## config.mk

```make
export PLATFORM = sky130hd
export DESIGN_NAME = voice_allocator
export DESIGN_NICKNAME = d
export VERILOG_FILES = /design/src/rtl/synth_ctrl_pkg.sv /design/src/rtl/voice_envelope.sv /design/src/rtl/voice_allocator.sv
export SDC_FILE = /design/constraint.sdc
export NUM_CORES = 1
export LEC_CHECK = 0
export CORE_MARGIN = 10
export CORE_UTILIZATION = 40
export CTS_CLUSTER_DIAMETER = 120
export DETAILED_ROUTE_END_ITERATION = 16
export PLACE_DENSITY = 0.61
export SYNTH_ARGS = -nofsm -noshare
export SYNTH_HDL_FRONTEND = slang
export SYNTH_SLANG_ARGS = --single-unit
export TNS_END_PERCENT = 50
```

## constraint.sdc

```tcl
create_clock -name clk -period 3.5 [get_ports clk]
set_input_delay 0.7 -clock clk [delete_from_list [all_inputs] [get_ports clk]]
set_output_delay 0.7 -clock clk [all_outputs]
set_load 0.05 [all_outputs]
```

## src/rtl/synth_ctrl_pkg.sv

```systemverilog
// Shared types and widths for the voice allocator and its per-voice envelope.
package synth_ctrl_pkg;

   localparam int unsigned MAX_VOICES = 8;
   localparam int unsigned NOTE_W     = 7;
   localparam int unsigned VEL_W      = 7;
   localparam int unsigned FREQ_W     = 32;
   localparam int unsigned VOL_W      = 32;

   typedef enum logic [1:0] {
      ENV_IDLE,
      ENV_ATTACK,
      ENV_SUSTAIN,
      ENV_RELEASE
   } env_state_t;

   typedef enum logic [1:0] {
      IDLE,
      SCAN,
      COMMIT
   } alloc_state_t;

   typedef struct packed {
      logic              on;
      logic [NOTE_W-1:0] note;
      logic [VEL_W-1:0]  velocity;
      logic [FREQ_W-1:0] freq;
   } note_event_t;

endpackage

```

## src/rtl/voice_envelope.sv

```systemverilog
// One voice's linear attack/sustain/release envelope. Commands from the
// allocator take precedence over the envelope tick in the same cycle.
module voice_envelope
   import synth_ctrl_pkg::*;
#(
   parameter logic [VOL_W-1:0] ATTACK_STEP  = 32'h0100_0000,
   parameter logic [VOL_W-1:0] RELEASE_STEP = 32'h0040_0000
) (
   input  logic             clk,
   input  logic             reset_n,
   input  logic             i_tick,
   input  logic             i_load,
   input  logic             i_retrig,
   input  logic             i_release,
   input  logic [VOL_W-1:0] i_target,
   output env_state_t       o_state,
   output logic [VOL_W-1:0] o_volume,
   output logic             o_active
);

   env_state_t       r_state,  w_state_nxt;
   logic [VOL_W-1:0] r_volume, w_vol_nxt;
   logic [VOL_W-1:0] r_target, w_target_nxt;
   logic             r_active;
   logic [VOL_W:0]   w_sum;

   // Next envelope state: commands first, otherwise the tick ramp.
   always_comb begin
      w_state_nxt  = r_state;
      w_vol_nxt    = r_volume;
      w_target_nxt = r_target;
      w_sum        = {1'b0, r_volume} + {1'b0, ATTACK_STEP};
      if (i_load) begin
         w_vol_nxt    = '0;
         w_target_nxt = i_target;
         w_state_nxt  = ENV_ATTACK;
      end else if (i_retrig) begin
         w_target_nxt = i_target;
         w_state_nxt  = ENV_ATTACK;
      end else if (i_release) begin
         w_state_nxt  = ENV_RELEASE;
      end else if (i_tick) begin
         case (r_state)
            ENV_ATTACK: begin
               if (w_sum >= {1'b0, r_target}) begin
                  w_vol_nxt   = r_target;
                  w_state_nxt = ENV_SUSTAIN;
               end else begin
                  w_vol_nxt   = w_sum[VOL_W-1:0];
               end
            end
            ENV_RELEASE: begin
               if (r_volume <= RELEASE_STEP) begin
                  w_vol_nxt   = '0;
                  w_state_nxt = ENV_IDLE;
               end else begin
                  w_vol_nxt   = r_volume - RELEASE_STEP;
               end
            end
            default: ;
         endcase
      end
   end

   // Envelope registers; active flag tracks the registered state.
   always_ff @(posedge clk or negedge reset_n) begin
      if (!reset_n) begin
         r_state  <= ENV_IDLE;
         r_volume <= '0;
         r_target <= '0;
         r_active <= 1'b0;
      end else begin
         r_state  <= w_state_nxt;
         r_volume <= w_vol_nxt;
         r_target <= w_target_nxt;
         r_active <= (w_state_nxt != ENV_IDLE);
      end
   end

   assign o_state  = r_state;
   assign o_volume = r_volume;
   assign o_active = r_active;

endmodule

```

## src/rtl/voice_allocator.sv

```systemverilog
// Event-to-voice allocator for the polyphonic synth: accepts note events,
// scans voices one per cycle, then commits an allocate/retrigger/release.
// Optional build macro VOICE_ALLOC_STEAL_EN: steal the oldest voice when
// none is free; otherwise such note-ons are dropped and counted.
module voice_allocator
   import synth_ctrl_pkg::*;
#(
   parameter int unsigned      NUM_VOICES   = 8,
   parameter int unsigned      ENV_DIV      = 48000,
   parameter logic [VOL_W-1:0] ATTACK_STEP  = 32'h0100_0000,
   parameter logic [VOL_W-1:0] RELEASE_STEP = 32'h0040_0000,
   parameter int unsigned      VOL_SHIFT    = 24
) (
   input  logic                                clk,
   input  logic                                reset_n,
   input  logic                                ev_valid,
   output logic                                ev_ready,
   input  logic                                ev_on,
   input  logic [NOTE_W-1:0]                   ev_note,
   input  logic [VEL_W-1:0]                    ev_velocity,
   input  logic [FREQ_W-1:0]                   ev_freq,
   output logic [NUM_VOICES-1:0][FREQ_W-1:0]   frequencies,
   output logic [NUM_VOICES-1:0][VOL_W-1:0]    voice_volumes,
   output logic [NUM_VOICES-1:0]               voice_active,
   output logic [15:0]                         drop_count
);

   localparam int unsigned     IDX_W    = $clog2(NUM_VOICES);
   localparam logic [IDX_W-1:0] LAST_IDX = IDX_W'(NUM_VOICES - 1);

   alloc_state_t      r_state, w_state_nxt;
   note_event_t       r_ev;
   logic              r_ev_ready, r_rst_done;
   logic [IDX_W-1:0]  r_scan_idx;
   logic              r_hit_vld, r_free_vld;
   logic [IDX_W-1:0]  r_hit_idx, r_free_idx;
`ifdef VOICE_ALLOC_STEAL_EN
   logic [IDX_W-1:0]  r_old_idx;
`endif
   logic [FREQ_W-1:0] r_freq [NUM_VOICES];
   logic [NOTE_W-1:0] r_note [NUM_VOICES];
   logic [IDX_W-1:0]  r_age  [NUM_VOICES];
   logic [31:0]       r_presc;
   logic [15:0]       r_drop;

   env_state_t        w_env_state [NUM_VOICES];
   logic              w_accept, w_tick, w_hit_cond, w_free_cond;
   logic              w_load, w_retrig, w_release, w_drop;
   logic [IDX_W-1:0]  w_sel_idx;
   logic [VOL_W-1:0]  w_target;

   assign w_accept    = (r_state == IDLE) && ev_valid && r_ev_ready;
   assign w_tick      = (r_presc == 32'(ENV_DIV - 1));
   assign w_hit_cond  = (r_note[r_scan_idx] == r_ev.note) &&
                        ((w_env_state[r_scan_idx] == ENV_ATTACK) ||
                         (w_env_state[r_scan_idx] == ENV_SUSTAIN));
   assign w_free_cond = (w_env_state[r_scan_idx] == ENV_IDLE);
   assign w_target    = VOL_W'(r_ev.velocity) << VOL_SHIFT;

   // Allocation FSM state register.
   always_ff @(posedge clk or negedge reset_n) begin
      if (!reset_n) r_state <= IDLE;
      else          r_state <= w_state_nxt;
   end

   // Next state and commit decision from the scan results.
   always_comb begin
      w_state_nxt = r_state;
      w_load      = 1'b0;
      w_retrig    = 1'b0;
      w_release   = 1'b0;
      w_drop      = 1'b0;
      w_sel_idx   = '0;
      case (r_state)
         IDLE:   if (w_accept) w_state_nxt = SCAN;
         SCAN:   if (r_scan_idx == LAST_IDX) w_state_nxt = COMMIT;
         COMMIT: begin
            w_state_nxt = IDLE;
            if (r_ev.on) begin
               if (r_hit_vld) begin
                  w_retrig  = 1'b1;
                  w_sel_idx = r_hit_idx;
               end else if (r_free_vld) begin
                  w_load    = 1'b1;
                  w_sel_idx = r_free_idx;
               end else begin
`ifdef VOICE_ALLOC_STEAL_EN
                  w_load    = 1'b1;
                  w_sel_idx = r_old_idx;
`else
                  w_drop    = 1'b1;
`endif
               end
            end else if (r_hit_vld) begin
               w_release = 1'b1;
               w_sel_idx = r_hit_idx;
            end
         end
         default: w_state_nxt = IDLE;
      endcase
   end

   // Handshake ready: high in IDLE, held off one extra cycle after reset.
   always_ff @(posedge clk or negedge reset_n) begin
      if (!reset_n) begin
         r_rst_done <= 1'b0;
         r_ev_ready <= 1'b0;
      end else begin
         r_rst_done <= 1'b1;
         r_ev_ready <= r_rst_done && (w_state_nxt == IDLE);
      end
   end

   // Event latch and per-voice scan accumulation (lowest index wins).
   always_ff @(posedge clk or negedge reset_n) begin
      if (!reset_n) begin
         r_ev       <= '0;
         r_scan_idx <= '0;
         r_hit_vld  <= 1'b0;
         r_hit_idx  <= '0;
         r_free_vld <= 1'b0;
         r_free_idx <= '0;
`ifdef VOICE_ALLOC_STEAL_EN
         r_old_idx  <= '0;
`endif
      end else if (w_accept) begin
         r_ev       <= '{on: ev_on, note: ev_note, velocity: ev_velocity, freq: ev_freq};
         r_scan_idx <= '0;
         r_hit_vld  <= 1'b0;
         r_free_vld <= 1'b0;
      end else if (r_state == SCAN) begin
         r_scan_idx <= r_scan_idx + IDX_W'(1);
         if (w_hit_cond && !r_hit_vld) begin
            r_hit_vld <= 1'b1;
            r_hit_idx <= r_scan_idx;
         end
         if (w_free_cond && !r_free_vld) begin
            r_free_vld <= 1'b1;
            r_free_idx <= r_scan_idx;
         end
`ifdef VOICE_ALLOC_STEAL_EN
         if (r_age[r_scan_idx] == LAST_IDX) r_old_idx <= r_scan_idx;
`endif
      end
   end

   // Per-voice frequency, note tag and age bookkeeping on allocate/retrigger.
   always_ff @(posedge clk or negedge reset_n) begin
      if (!reset_n) begin
         for (int j = 0; j < NUM_VOICES; j++) begin
            r_freq[j] <= FREQ_W'(1);
            r_note[j] <= '0;
            r_age[j]  <= IDX_W'(j);
         end
      end else if (w_load || w_retrig) begin
         r_freq[w_sel_idx] <= r_ev.freq;
         r_note[w_sel_idx] <= r_ev.note;
         for (int j = 0; j < NUM_VOICES; j++) begin
            if (IDX_W'(j) == w_sel_idx)          r_age[j] <= '0;
            else if (r_age[j] < r_age[w_sel_idx]) r_age[j] <= r_age[j] + IDX_W'(1);
         end
      end
   end

   // Envelope prescaler and saturating drop counter.
   always_ff @(posedge clk or negedge reset_n) begin
      if (!reset_n) begin
         r_presc <= '0;
         r_drop  <= '0;
      end else begin
         r_presc <= w_tick ? 32'd0 : r_presc + 32'd1;
         if (w_drop && (r_drop != 16'hFFFF)) r_drop <= r_drop + 16'd1;
      end
   end

   for (genvar i = 0; i < NUM_VOICES; i++) begin : g_voice
      voice_envelope #(
         .ATTACK_STEP  (ATTACK_STEP),
         .RELEASE_STEP (RELEASE_STEP)
      ) u_env (
         .clk       (clk),
         .reset_n   (reset_n),
         .i_tick    (w_tick),
         .i_load    (w_load    && (w_sel_idx == IDX_W'(i))),
         .i_retrig  (w_retrig  && (w_sel_idx == IDX_W'(i))),
         .i_release (w_release && (w_sel_idx == IDX_W'(i))),
         .i_target  (w_target),
         .o_state   (w_env_state[i]),
         .o_volume  (voice_volumes[i]),
         .o_active  (voice_active[i])
      );
      assign frequencies[i] = r_freq[i];
   end

   assign ev_ready   = r_ev_ready;
   assign drop_count = r_drop;

endmodule

```

==> flow_metrics.py, run 1 <==
metrics = {
    "die": {
        "die_x_um": 293.4,
        "start_util": 0.4024,
        "die_h_um": 293.4,
        "core-area_um2": 74320,
        "num_rows": 100,
        "io_pins": 587,
        "dieArea_um2": 86100,
    },
    "detailed_routing": {
        "dr.first_iter.drc_count": 1255,
        "via_count": 22318,
        "wl_um": 94020,
        "wl_per_cell_um": 22.17,
        "final_antenna_net_count": 0,
        "drc": 0,
        "viasPerCell": 5.262,
        "drtPass1Iterations": 5,
    },
    "clock_tree": {
        "cts_buffers": 69,
        "cts_tree": "done",
        "cts_max_path_buffers": 3,
        "cts_root_buf": "clkbuf_16",
        "clock-sinks": 582,
        "path_clk_slew_ps": 60,
        "htreeDepth": 3,
        "clock_latency_ps": 630,
        "post_cts_buffers": 0,
    },
    "timing": {
        "hold_viol": 0,
        "timing.final.crit_share": 0.9042,
        "min_period_ps": 3165,
        "clock_skew_ps": 27.77,
        "setup_ws_ps": 335.4,
        "setup-tns-final_ps": 0,
        "max_freq_mhz": 316.0,
        "max_slew.worst_pin.slew_ps": 1023,
        "drv_slew": 0,
        "slew_headroom": 0.3153,
        "timing.hold.ws_ps": 37.88,
        "setup_viol": 0,
    },
    "setup_path": {
        "critPathKind": "reg2reg",
        "cp-startpoint": "g_voice[1].u_env.o_volume[24]",
        "startpoint_type": "flip-flop",
        "critPathBufInv": 0,
        "cp.arrival_ps": 3660,
        "rrSetupSlack_ps": 340,
        "cp_common_cell": "nor2_1",
        "critical_path_required_ps": 3990,
        "path_delay_family": "compound AO/OA/AOI/OAI gates",
        "reg2reg_from": "g_voice[1].u_env.o_volume[24]",
        "crit_chain": "ha_1 -> nand3_1 -> xnor2_1 -> ha_1 -> nor2_1 -> nor2_1 -> o41ai_1 -> o211ai_1 -> o21ai_0 -> a21oi_1 -> nor2_1",
        "cp_slowest_cell": "o211ai_1",
        "cp_max_fo": 16,
        "crit_path_max_incr_delay_ps": 810,
        "endpoint_kind": "flip-flop",
    },
    "yosys": {
        "synth_edf_count": 0,
        "synth.distinct_cells": 89,
        "syn_area_um2": 29900,
        "ys.warnings.count": 0,
        "synth-seq-cells": 582,
        "synth-seq-area-share": 0.4874,
        "avgSynthCellArea_um2": 10.64,
        "ys_async_sr_fraction": 1.000,
        "synth_cells": 2811,
        "ys.flop_type": "dfrtp_1",
    },
    "placement": {
        "pre_cts_ws_ps": 149.3,
        "numPortBuffers": 410,
        "place_area_um2": 34620,
        "gp_congestion": 0.8727,
        "dp_hpwl_um": 66870,
    },
    "pwr": {
        "leakagePower_nw": 17.38,
        "ir_drop_uv": 341.5,
        "p_total_mw": 18.39,
        "power.density_nw_per_um2": 495.6,
    },
    "run": {
        "maxCapViolations": 0,
    },
    "finish": {
        "layout-drive-gt1-share": 0.1716,
        "fill_cells": 6739,
        "layout_common_cells": "574 x dfrtp_1, 425 x nand2_1, 409 x clkdlybuf4s50_1",
        "final_common_cell": "dfrtp_1",
        "nets": 3366,
        "area_growth_pct": 24.09,
        "final_area_um2": 37110,
    },
    "global_route": {
        "grtUsageTotal": 0.2135,
        "first_global_vias": 23115,
        "grt_max_degree": 86,
        "grt-ovfl-total": 0,
        "antenna_found_initial": 10,
        "grt_pass1_wl_um": 144400,
    },
    "run_status": {
        "status": "complete, no violations",
    },
    "worst_hold_path": {
        "hp-class": "in2async",
    },
}
-- routing by layer --
| metal | vias to the layer above | wire length [um] | global-route usage |
|---|---|---|---|
| met3 | 142 | 8801 | 0.07849 |
| met2 | 714 | 44760 | 0.3545 |
| li1 | 10221 | - | - |
| met1 | 11225 | 38020 | 0.2562 |
| met5 | - | 115 | 0 |
| met4 | 16 | 2329 | 0.06230 |
-- kinds of logic (layout without fill, tap and decap cells) --
logic type / after synthesis / count (layout) / synth area share
flip-flops: 582 / 582 / 0.4874
multiplexers: 364 / 364 / 0.1425
buffers and inverters: 420 / 704 / 0.07921
other: 2 / 179 / 0.0002511
XOR/XNOR: 97 / 97 / 0.02841
adder cells (fa/ha/maj): 101 / 101 / 0.04226
AND/OR/NAND/NOR: 866 / 866 / 0.1372
AO/OA/AOI/OAI: 379 / 379 / 0.08285
-- path summary, 6_finish.rpt --
kind,end,cells past startpoint
max,g_voice[1].u_env.o_volume[23],11
min,g_voice[7].u_env.r_target[26],1
max reg2reg,g_voice[1].u_env.o_volume[23],11
min reg2reg,frequencies[96],2
max in group asynchronous,frequencies[36],3
min in group clk,frequencies[96],2
-- timing repair --
| action | CTS | global route |
|---|---|---|
| setup endpoints to repair | 0 | 11 |
| hold buffers | 0 | 0 |
| gates resized for setup | 0 | 2 |
-- registers in the layout, indices dropped and copies added, names as in the netlist --
signal / cells
r_free_vld: 1
g_voice.u_env.o_volume: 80
g_voice.u_env.o_state: 16
r_note: 56
r_presc: 32
frequencies: 256
r_scan_idx: 3
r_ev: 47
r_hit_vld: 1
r_rst_done: 1
r_hit_idx: 3
g_voice.u_env.o_active: 8
g_voice.u_env.r_target: 56
r_free_idx: 3
ev_ready: 1
drop_count: 16
r_state: 2
-- through the flow --
stage / util / cells
finish: 0.4993 / 4241
global route: 0.4992 / 4239
CTS: 0.4992 / 4239
detailed placement: 0.4658 / 4113
global placement: 0.4658 / 4113
floorplan: - / 2986
-- synth_stat cells, drive strengths merged, types with 6 or more instances --
| cell | n | area share |
|---|---|---|
| o211ai | 26 | 0.0070 |
| mux2i | 33 | 0.011 |
| and4 | 13 | 0.0038 |
| dfrtp | 574 | 0.48 |
| or2 | 8 | 0.0017 |
| nor2b | 14 | 0.0031 |
| o21ai | 146 | 0.024 |
| nand2 | 429 | 0.054 |
| nor4 | 18 | 0.0049 |
| nand3 | 67 | 0.013 |
| o31ai | 6 | 0.0015 |
| inv | 103 | 0.013 |
| or3 | 25 | 0.0052 |
| nor2 | 128 | 0.017 |
| and2 | 16 | 0.0033 |
| mux2 | 313 | 0.12 |
| a31oi | 18 | 0.0038 |
| xor2 | 31 | 0.0091 |
| xnor2 | 66 | 0.019 |
| nor3b | 9 | 0.0023 |
| a31o | 6 | 0.0018 |
| a21oi | 68 | 0.011 |
| ha | 101 | 0.042 |
| o2111ai | 8 | 0.0023 |
| mux4 | 18 | 0.014 |
| dfstp | 8 | 0.0070 |
| o221ai | 8 | 0.0023 |
| nor3 | 48 | 0.0084 |
| and3 | 25 | 0.0052 |
| a21o | 9 | 0.0023 |
| clkbuf | 74 | 0.0093 |
| nand4 | 29 | 0.0061 |
| nand2b | 12 | 0.0025 |
| buf | 243 | 0.057 |
-- layout make-up --
cell class / count / area [um2] / area share
tap: 969 / 1212 / 0.03267
inverter: 103 / 386.6 / 0.01042
clock inverter: 26 / 476.7 / 0.01285
sequential: 582 / 14570 / 0.3927
multi-input combinational: 1984 / 13640 / 0.3676
timing repair buffer: 475 / 4810 / 0.1296
clock buffer: 100 / 2003 / 0.05398
antenna: 2 / 5.005 / 0.0001349
-- report_power, final --
part / total [mW] / switching (mW) / internal [mW]
clock network: 7.71 / 3.12 / 4.58
registers: 8.38 / 1.21 / 7.17
logic: 2.31 / 1.41 / 0.898
No activity file was read; power rests on OpenSTA's default activity.
==> inputs of run 2 (changes only) <==
- CORE_UTILIZATION: 40 -> 53
- PLACE_DENSITY: 0.61 -> 0.79
==> flow_metrics.py, run 2 (synthesized netlist as in run 1, its figures left out) <==
metrics = {
    "run_status": {
        "status": "complete, no violations",
    },
    "finish": {
        "nets": 3357,
        "area_growth_pct": 22.29,
        "final_area_um2": 36570,
        "final_common_cell": "dfrtp_1",
        "layout-drive-gt1-share": 0.1666,
        "layout_common_cells": "574 x dfrtp_1, 425 x nand2_1, 409 x clkdlybuf4s50_1",
        "finalNonFillerCells": 4017,
        "largest_register_ff_count": 256,
        "final_util": 0.6511,
    },
    "die": {
        "io_pins": 587,
        "die_h_um": 257.5,
        "die_x_um": 257.5,
        "dieArea_um2": 66320,
        "core-area_um2": 56170,
        "num_rows": 87,
        "start_util": 0.5324,
    },
    "placement": {
        "dp_hpwl_um": 64610,
        "numPortBuffers": 410,
        "place_area_um2": 34330,
        "dp_cells": 3892,
        "gp_congestion": 0.9133,
    },
    "timing": {
        "slew_headroom": 0.3074,
        "hold_viol": 0,
        "max_freq_mhz": 308.4,
        "setup_viol": 0,
        "clock_skew_ps": 27.31,
        "drv_slew": 0,
        "timing.final.crit_share": 0.9264,
        "setup-tns-final_ps": 0,
        "rsz0062_at_grt": "no",
        "min_period_ps": 3242,
        "max_slew.worst_pin.slew_ps": 1039,
    },
    "detailed_routing": {
        "viasPerCell": 5.648,
        "drc": 0,
        "final_antenna_net_count": 0,
        "drtPass1Iterations": 5,
        "via_count": 22690,
        "wl_um": 91700,
        "wl_per_cell_um": 22.83,
        "dr.first_iter.drc_count": 1832,
    },
    "setup_path": {
        "cp_common_cell": "ha_1",
        "critical_path_required_ps": 3960,
        "cp_slowest_cell": "a31oi_1",
        "cp_max_fo": 7,
        "critPathKind": "reg2reg",
        "startpoint_type": "flip-flop",
        "crit_path_max_incr_delay_ps": 550,
        "crit_chain": "ha_1 -> and3_1 -> nand3_1 -> xnor2_1 -> ha_1 -> a221o_1 -> a31oi_1 -> buf_4 -> mux2i_1 -> o211ai_1",
        "cp.arrival_ps": 3710,
        "endpoint_kind": "flip-flop",
    },
    "global_route": {
        "first_global_vias": 23602,
        "grtUsageTotal": 0.2702,
        "grt_max_degree": 87,
        "grt-ovfl-total": 0,
        "grt_pass1_wl_um": 142300,
        "antenna_found_initial": 2,
    },
    "run": {
        "maxCapViolations": 0,
    },
    "clock_tree": {
        "hold_buffers": 0,
        "clock_latency_ps": 620,
        "htreeDepth": 3,
        "cts_tree": "done",
        "cts_max_path_buffers": 3,
        "clock-sinks": 582,
        "cts_root_buf": "clkbuf_16",
        "path_clk_slew_ps": 60,
        "cts_buffers": 66,
    },
    "pwr": {
        "ir_drop_uv": 500.6,
        "p_total_mw": 17.79,
        "power.density_nw_per_um2": 486.5,
        "leakagePower_nw": 17.24,
    },
    "worst_hold_path": {
        "hp-class": "in2async",
    },
}
run 2: cell count changes in the layout (fill, tap and decap cells not counted), sizes merged:
cell,previous run,this run
inv,105,110
clkinv,16,11
buf,66,60
diode,2,1
clkinvlp,1,2
clkbuf,100,95
run 2: path summary, 6_finish.rpt:
check	from	endpoint	slack (ps)	cells past startpoint
worst min-delay path	reset_n	frequencies[164]	80	1
max in group asynchronous	reset_n	frequencies[0]	2400	3
min in group clk	frequencies[224]	frequencies[224]	460	2
worst max-delay path	g_voice[3].u_env.o_volume[25]	g_voice[3].u_env.o_volume[27]	260	10
worst max register to register	g_voice[3].u_env.o_volume[25]	g_voice[3].u_env.o_volume[27]	260	10
worst min register to register	frequencies[224]	frequencies[224]	460	2
run 2: timing repair:
item                                    in CTS  in global routing
endpoints found under the setup margin       0                  9
buffers inserted                             0                  2
resized for setup                            0                  2
run 2: worst max-delay path: cells and delay by family, from the launching register on:
family / cells / cell delay [ps]
compound gates: 3 / 990
fa+ha+maj: 2 / 560
flops: 1 / 490
simple gates: 2 / 320
buf+inv: 1 / 290
xor+xnor: 1 / 230
mux: 1 / 220
run 2: metal layers:
layer	global-route usage	part of all wire
met2	0.4538	0.49
met5	0	0.00025
met4	0.08724	0.026
met3	0.09343	0.096
met1	0.3210	0.39
run 2: metrics by stage:
stage	hold slack [ps]	setup slack (ps)
floorplan	404.4	113.9
global placement	447.7	300.3
detailed placement	451.0	207.7
CTS	88.54	202.7
global route	101.2	0.5991
finish	79.81	257.7
run 2: area by class of cell:
type / count / area, um2
multi-input cells: 1984 / 13640
fillers: 4341 / 19600
flip-flops and latches: 582 / 14570
clock buffers: 95 / 1821
clock inverters: 27 / 397.9
inverters: 103 / 386.6
repair buffers: 469 / 4802
well taps: 756 / 945.9
diodes: 1 / 2.502
run 2: where the power goes:
part           switching, mW  internal [mW]  leakage, nW
Clock                   2.95           4.21         1.08
Combinational           1.42          0.866         8.21
Sequential              1.17           7.17         7.95
